--- src/rtl/fetch_stage.sv ---
// Instruction-fetch stage with IF/ID pipeline register: PC, stall/redirect
// handling, ecall halt and a saturating count of accepted fetches.
module fetch_stage #(
  parameter logic [31:0] RESET_PC          = 32'h0000_0000,
  parameter logic [31:0] NOP_INSTR         = 32'h0000_0013,
  parameter logic [31:0] FETCH_COUNT_RESET = 32'h0000_0000
) (
  input  logic        clk,
  input  logic        rst,
  input  logic        stall,
  input  logic        redirect,
  input  logic [31:0] redirectPc,
  input  logic [31:0] imemData,
  output logic [31:0] imemAddr,
  output logic [31:0] ifInstr,
  output logic [31:0] ifPc,
  output logic        ifValid,
  output logic        halted,
  output logic [31:0] fetchCount
);

  localparam logic [6:0] OPC_SYSTEM = 7'b1110011;

  typedef enum logic {
    RUN,
    HALT
  } state_t;

  state_t      state_q;
  logic [31:0] pc_q;
  logic [31:0] instr_q;
  logic [31:0] if_pc_q;
  logic        valid_q;
  logic [31:0] count_q;
  logic [31:0] count_d;

  assign count_d = (count_q == '1) ? count_q : count_q + 32'd1;

  // Priority: reset, then redirect (squashes and leaves HALT), then stall.
  always_ff @(posedge clk) begin
    if (rst) begin
      state_q <= RUN;
      pc_q    <= RESET_PC;
      instr_q <= NOP_INSTR;
      if_pc_q <= '0;
      valid_q <= 1'b0;
      count_q <= FETCH_COUNT_RESET;
    end else if (redirect) begin
      state_q <= RUN;
      pc_q    <= {redirectPc[31:2], 2'b00};
      instr_q <= NOP_INSTR;
      valid_q <= 1'b0;
    end else if (!stall) begin
      unique case (state_q)
        RUN: begin
          instr_q <= imemData;
          if_pc_q <= pc_q;
          valid_q <= 1'b1;
          pc_q    <= pc_q + 32'd4;
          count_q <= count_d;
          if (imemData[6:0] == OPC_SYSTEM) state_q <= HALT;
        end
        HALT: begin
          instr_q <= NOP_INSTR;
          valid_q <= 1'b0;
        end
        default: state_q <= RUN;
      endcase
    end
  end

  assign imemAddr   = pc_q;
  assign ifInstr    = instr_q;
  assign ifPc       = if_pc_q;
  assign ifValid    = valid_q;
  assign halted     = (state_q == HALT);
  assign fetchCount = count_q;

endmodule

--- config.mk ---
export PLATFORM = sky130hd
export DESIGN_NAME = fetch_stage
export DESIGN_NICKNAME = d
export VERILOG_FILES = /design/src/rtl/fetch_stage.sv
export SDC_FILE = /design/constraint.sdc
export NUM_CORES = 1
export LEC_CHECK = 0
export ABC_AREA = 1
export CORE_ASPECT_RATIO = 2
export CORE_MARGIN = 3
export CORE_UTILIZATION = 51
export DETAILED_ROUTE_END_ITERATION = 12
export PLACE_DENSITY_LB_ADDON = 0.3
export SKIP_LAST_GASP = 1
export SLEW_MARGIN = 40
export SYNTH_ARGS = -nofsm -noshare
export SYNTH_HDL_FRONTEND = slang
export SYNTH_SLANG_ARGS = --single-unit
--- constraint.sdc ---
create_clock -name clk -period 4.11 [get_ports clk]
set_input_delay 0.411 -clock clk [delete_from_list [all_inputs] [get_ports clk]]
set_output_delay 0.411 -clock clk [all_outputs]
set_load 0.05 [all_outputs]
==> flow_summary.toml, run 1 <==
[global_routing]
grt_usage_pct = 30.7
grt_pass1_wl_um = 33700
grt_max_degree = 38
grt_antenna_before_repair = 0
overflow = 0
grt_pass1_vias = 6977

[finish]
final-seq-area_um2 = 2520
antenna_cells = 0
layout_commonest_cell = "nand2_1"
layout-drive-gt1-share_pct = 5.91
layout_common_cells = "nand2_1, clkdlybuf4s50_1, nor2_1, dfxtp_1, a21oi_1"
final_cell_area_um2 = 8820
multi_input_area_um2 = 3300
syn_to_final_growth_pct = 40.3
fin_nets = 1191
fillers = 951

[outcome]
status = "completed"

[critical_path]
crit_chain = "clkdlybuf4s50_1 > buf_4 > inv_2 > nand2_1 > inv_2 > buf_4 > nand4_1 > o21ai_0 > nor2_1"
critPathLaunchType = "input pin"
critPathMaxFanout = 26
slowest_stage = "clkdlybuf4s50_1"
worstSetupPathType = "in -> reg"
cp_num_buf_inv = 5
worst_path_largest_cell_delay_ns = 0.40
arrival_ns = 2.72
endpoint_kind = "flip-flop"
critical-path-top-delay-family = "buffers and inverters"
worstPathRequired_ns = 4.42

[place]
port_buffers = 191
dpl_worst_slack_ns = 1.29
post-dp-hpwl_um = 15100
place_area_um2 = 8220
finalWeightedCongestion = 0.999

[clocking]
clk_latency_ns = 0.42
clk_path_buf_depth = 2
cts_sinks = 126
htreeDepth = 4
ctsHoldBuffers = 0
clkTransAtPathRegs_ns = 0.06
cts_resized = 0
post_cts_buffers = 0
cts-root-buf = "clkbuf_16"
cts_inserted_buffers = 17
cts_tree = "built"

[timing]
setup_violations = 0
hold_viol = 0
timing.final.ws_setup_ns = 1.70
relSlewSlack_pct = 54.5
setup-tns-final_ns = 0
fmax_mhz = 415
min_period_over_period_pct = 58.6
hold_ws_ns = 0.465
tightest_slew_ns = 0.682
finalCriticalPeriod_ns = 2.41
rsz0062_at_grt = "false"
drv_slew = 0
clock_skew_ns = 0.0107

[run]
cap_violations = 0

[routing]
wl_per_cell_um = 16.2
drc = 0
vias_per_cell = 5.43
vias = 6942
postRouteAntennaNets = 0
drtIter0Drc = 398
wl_um = 20800
first_pass_iters = 5

[floorplanning]
std_cell_rows = 56
initial_core_util_pct = 52.8
die_h_um = 163
core-area_um2 = 11900
dieArea_um2 = 13800
die_w_um = 84.5
pin_count = 198

[logic_synthesis]
syn_area_um2 = 6280
yosysWarnings = 0
synth_edf_count = 0
synthCells = 943
synthDistinctLibCells = 42
ys_seq_elements = 126
avgSynthCellArea_um2 = 6.66
synthArstFlopShare_pct = 0
synthFlopType = "dfxtp_1"
synth_seq_area_share_pct = 40.1

[power_and_ir_drop]
p_leak_uw = 0.00330
peakVddDrop_mv = 0.314
p_per_area_nw_per_um2 = 382

[worst_hold_path]
hold_path_class = "reg -> reg"
==> synth_stat cells (3+ instances only) <==
cell / instances / share of area, %
nand3_1: 35 / 2.8
a31oi_1: 5 / 0.50
nand3b_1: 12 / 1.4
nor2_1: 150 / 9.0
o22ai_1: 3 / 0.30
xor2_1: 14 / 2.0
a22oi_1: 4 / 0.48
a21oi_1: 76 / 6.1
buf_2: 7 / 0.56
dfxtp_1: 126 / 40
buf_1: 5 / 0.30
nand2_1: 299 / 18
nor3_1: 14 / 1.1
nand4_1: 6 / 0.60
inv_1: 64 / 3.8
xnor2_1: 6 / 0.84
buf_4: 4 / 0.48
o211ai_1: 4 / 0.48
a211oi_1: 6 / 0.72
clkbuf_1: 22 / 1.3
inv_2: 4 / 0.24
o21ai_0: 40 / 3.2
a21oi_2: 11 / 1.5
==> final timing paths <==
| kind | startpoint | slack, ns | endpoint | depth (start not counted) |
|---|---|---|---|---|
| setup / recovery | redirect | 1.70 | fetchCount[28] | 9 |
| hold / removal | ifInstr[28] | 0.46 | ifInstr[28] | 2 |
| setup reg to reg | imemAddr[4] | 2.07 | imemAddr[27] | 9 |
| hold reg to reg | ifInstr[28] | 0.46 | ifInstr[28] | 2 |
==> metrics by stage <==
| stage | cells | power (uW) | util (%) |
|---|---|---|---|
| after floorplan | 946 | 1650 | - |
| after global placement | 1247 | 1850 | 69.0 |
| after detailed placement | 1247 | 1860 | 69.0 |
| after CTS | 1278 | 3380 | 74.0 |
| after global routing | 1278 | 3470 | 74.0 |
| final | 1278 | 3370 | 74.0 |
==> worst min-delay path, stage by stage, from the launching register on <==
cell,delay [ns]
dfxtp_1,0.31
nand2_1,0.05
a21oi_1,0.05
==> kinds of logic (layout without fill, tap and decap cells) <==
logic type                 count (synthesis)  in the layout  share of synthesized area [%]
xor gates and xnor gates                  20             20                           2.79
adders and majority gates                  2              2                          0.398
other                                      1              4                         0.0597
and+or+nand+nor                          527            527                           34.8
buffers and inverters                    111            298                           7.64
DFF                                      126            126                           40.1
AOI/OAI and AO/OA                        156            156                           14.2
==> power by group <==
part           switching (uW)  internal (uW)
registers                49.6           1270
logic                     336            183
clock network             579            951
==> registers in the layout (all words and copies together), names as in the netlist <==
register    count
ifInstr        32
imemAddr       30
ifPc           30
ifValid         1
fetchCount     32
halted          1
==> routing by layer <==
metal	share of wire, %	GRT usage, %	up-vias
met3	7.0	8.15	84
met1	33	29.1	3162
met5	0	0	-
li1	-	-	3382
met2	54	57.0	314
met4	5.8	19.2	0
==> cell type report <==
cell class / instances / share of cell area (%)
inverter: 69 / 2.97
tap: 145 / 2.06
sequential: 126 / 28.6
timing repair buffer: 198 / 22.2
clock inverter: 14 / 1.93
clock buffer: 17 / 4.83
multi-input combinational: 709 / 37.4
Power figures use the tool's default switching activity.
==> run 2: changes to the inputs <==
Settings changed: CORE_UTILIZATION 51 to 47.
Clock period 4.11 ns to 2.27 ns, I/O delays scaled along.
==> run 2 against run 1 <==
Non-clock buffer count grew 8. Combinational power rose by 83%. Final area grew 0.81%. Worst setup slack got worse by 1.5 ns. Clock skew up 0.0026 ns. Via count decreased by 0.61%. Count of clock-buffer cells in the layout is 1 higher. Routed wire length grew 0.56%. Sequential power grew 81%. Largest power group unchanged. Sequential cell count is the same. Sequential share of layout area is 0.23 points lower. First-iteration DRC count down 1.3%.
==> flow_summary.toml, run 2 (same netlist as run 1, synthesis figures left out) <==
[outcome]
status = "completed"

[worst_hold_path]
hold_path_class = "in -> reg"
min_to = "fetchCount[25]"
min_from = "rst"
hold_depth = 2

[global_routing]
grt_pass1_wl_um = 33300
grt_max_degree = 60
grt_usage_pct = 28.8
use_met3_pct = 7.24
grt_pass1_vias = 6910
grt-busiest-layer = "met2"
grt_antenna_before_repair = 0
use_met2_pct = 53.0
overflow = 0
grt_util_met1_pct = 28.1

[clocking]
clk_latency_ns = 0.41
cts_inserted_buffers = 17
cts_tree = "built"
clkTransAtPathRegs_ns = 0.06
cts_resized = 0
cts_sinks = 126
cts-root-buf = "clkbuf_16"
post_cts_buffers = 0
clk_path_buf_depth = 2
htreeDepth = 4
ctsHoldBuffers = 0

[timing]
fmax_mhz = 495
relSlewSlack_pct = 57.8
setup-tns-final_ns = 0
rsz0062_at_grt = "false"
hold_viol = 0
hold_ws_ns = 0.172
clock_skew_ns = 0.0133
min_period_over_period_pct = 89.1
drv_slew = 0
finalCriticalPeriod_ns = 2.02
setup_violations = 0
tightest_slew_ns = 0.634

[routing]
first_pass_iters = 5
drc = 0
postRouteAntennaNets = 0
vias_per_cell = 5.33
vias = 6900
wl_um = 20900
drtIter0Drc = 393
wl_per_cell_um = 16.1

[critical_path]
cp_num_buf_inv = 1
cp.depth = 1
rrSetupSlack_ns = 0.29
worst_path_largest_cell_delay_ns = 0.88
r2r_end = "fetchCount[11]"
endpoint_kind = "primary output"
worstSetupPathType = "reg -> out"
r2r_cells = 10
worstPathRequired_ns = 2.04
r2r-start = "fetchCount[1]"
critical-path-top-delay-family = "buffers and inverters"
critPathMaxFanout = 6
crit_chain = "clkdlybuf4s50_1"
arrival_ns = 1.79
slowest_stage = "clkdlybuf4s50_1"
critPathLaunchType = "flip-flop"
critical_path.startpoint = "imemAddr[20]"

[run]
cap_violations = 0

[power_and_ir_drop]
peakVddDrop_mv = 0.624
p_per_area_nw_per_um2 = 682
p_leak_uw = 0.00333
power_uw = 6060

[floorplanning]
core-area_um2 = 13100
pin_count = 198
initial_core_util_pct = 48.1
std_cell_rows = 59
die_h_um = 170
die_w_um = 87.8
dieArea_um2 = 14900

[finish]
layout_commonest_cell = "nand2_1"
syn_to_final_growth_pct = 41.4
fin_nets = 1199
antenna_cells = 0
layout-drive-gt1-share_pct = 6.39
layout_common_cells = "nand2_1, clkdlybuf4s50_1, nor2_1, dfxtp_1, a21oi_1"
fin_util_pct = 68.0

[place]
post-dp-hpwl_um = 15500
port_buffers = 191
finalWeightedCongestion = 0.959
run 2: cell types whose count changed in the layout (fill, tap and decap cells not counted), sizes merged:
cell / previous run / this run
clkinv: 9 / 2
clkbuf: 17 / 18
buf: 8 / 16
inv: 70 / 75
clkinvlp: 1 / 4
bufinv: 3 / 2
run 2: through the flow:
stage	instance area [um2]	cells	setup WS, ns
final	8890	1294	0.248
after global routing	8890	1294	0.113
after CTS	8890	1294	0.234
after detailed placement	8300	1262	0.288
after global placement	8300	1262	0.315
after floorplan	6300	946	0.157
run 2: metal layers:
metal	share of wire (%)	wire length, um
met1	34	7110
met2	55	11400
met3	6.3	1310
met4	5.0	1040
met5	0	0
run 2: worst max path at each step:
stage / end
detailed placement: fetchCount[20]
finish: imemAddr[20]
floorplan: fetchCount[10]
global placement: fetchCount[20]
global route: fetchCount[4]
CTS: imemAddr[20]
run 2: report_power, final:
group / internal [uW] / switching (uW) / leakage [uW] / total [uW]
Combinational: 339 / 613 / 0.00202 / 951
Clock: 1640 / 1090 / 0.000275 / 2720
Sequential: 2300 / 87.0 / 0.00103 / 2390
Total: 4280 / 1790 / 0.00333 / 6060
run 2: area by class of cell:
type,count,area [um2]
Sequential cell,126,2520
Fill cell,1132,4180
Tap cell,152,190
Clock buffer,18,429
Timing Repair Buffer,206,2030
Clock inverter,14,156
Multi-Input combinational cell,709,3300
Inverter,69,262
==> run 3: changes to the inputs <==
Settings changed: CTS_CLUSTER_DIAMETER set to 80.
==> results of run 3 <==
The final DEF is identical to that of run 2; final timing and power are the same.
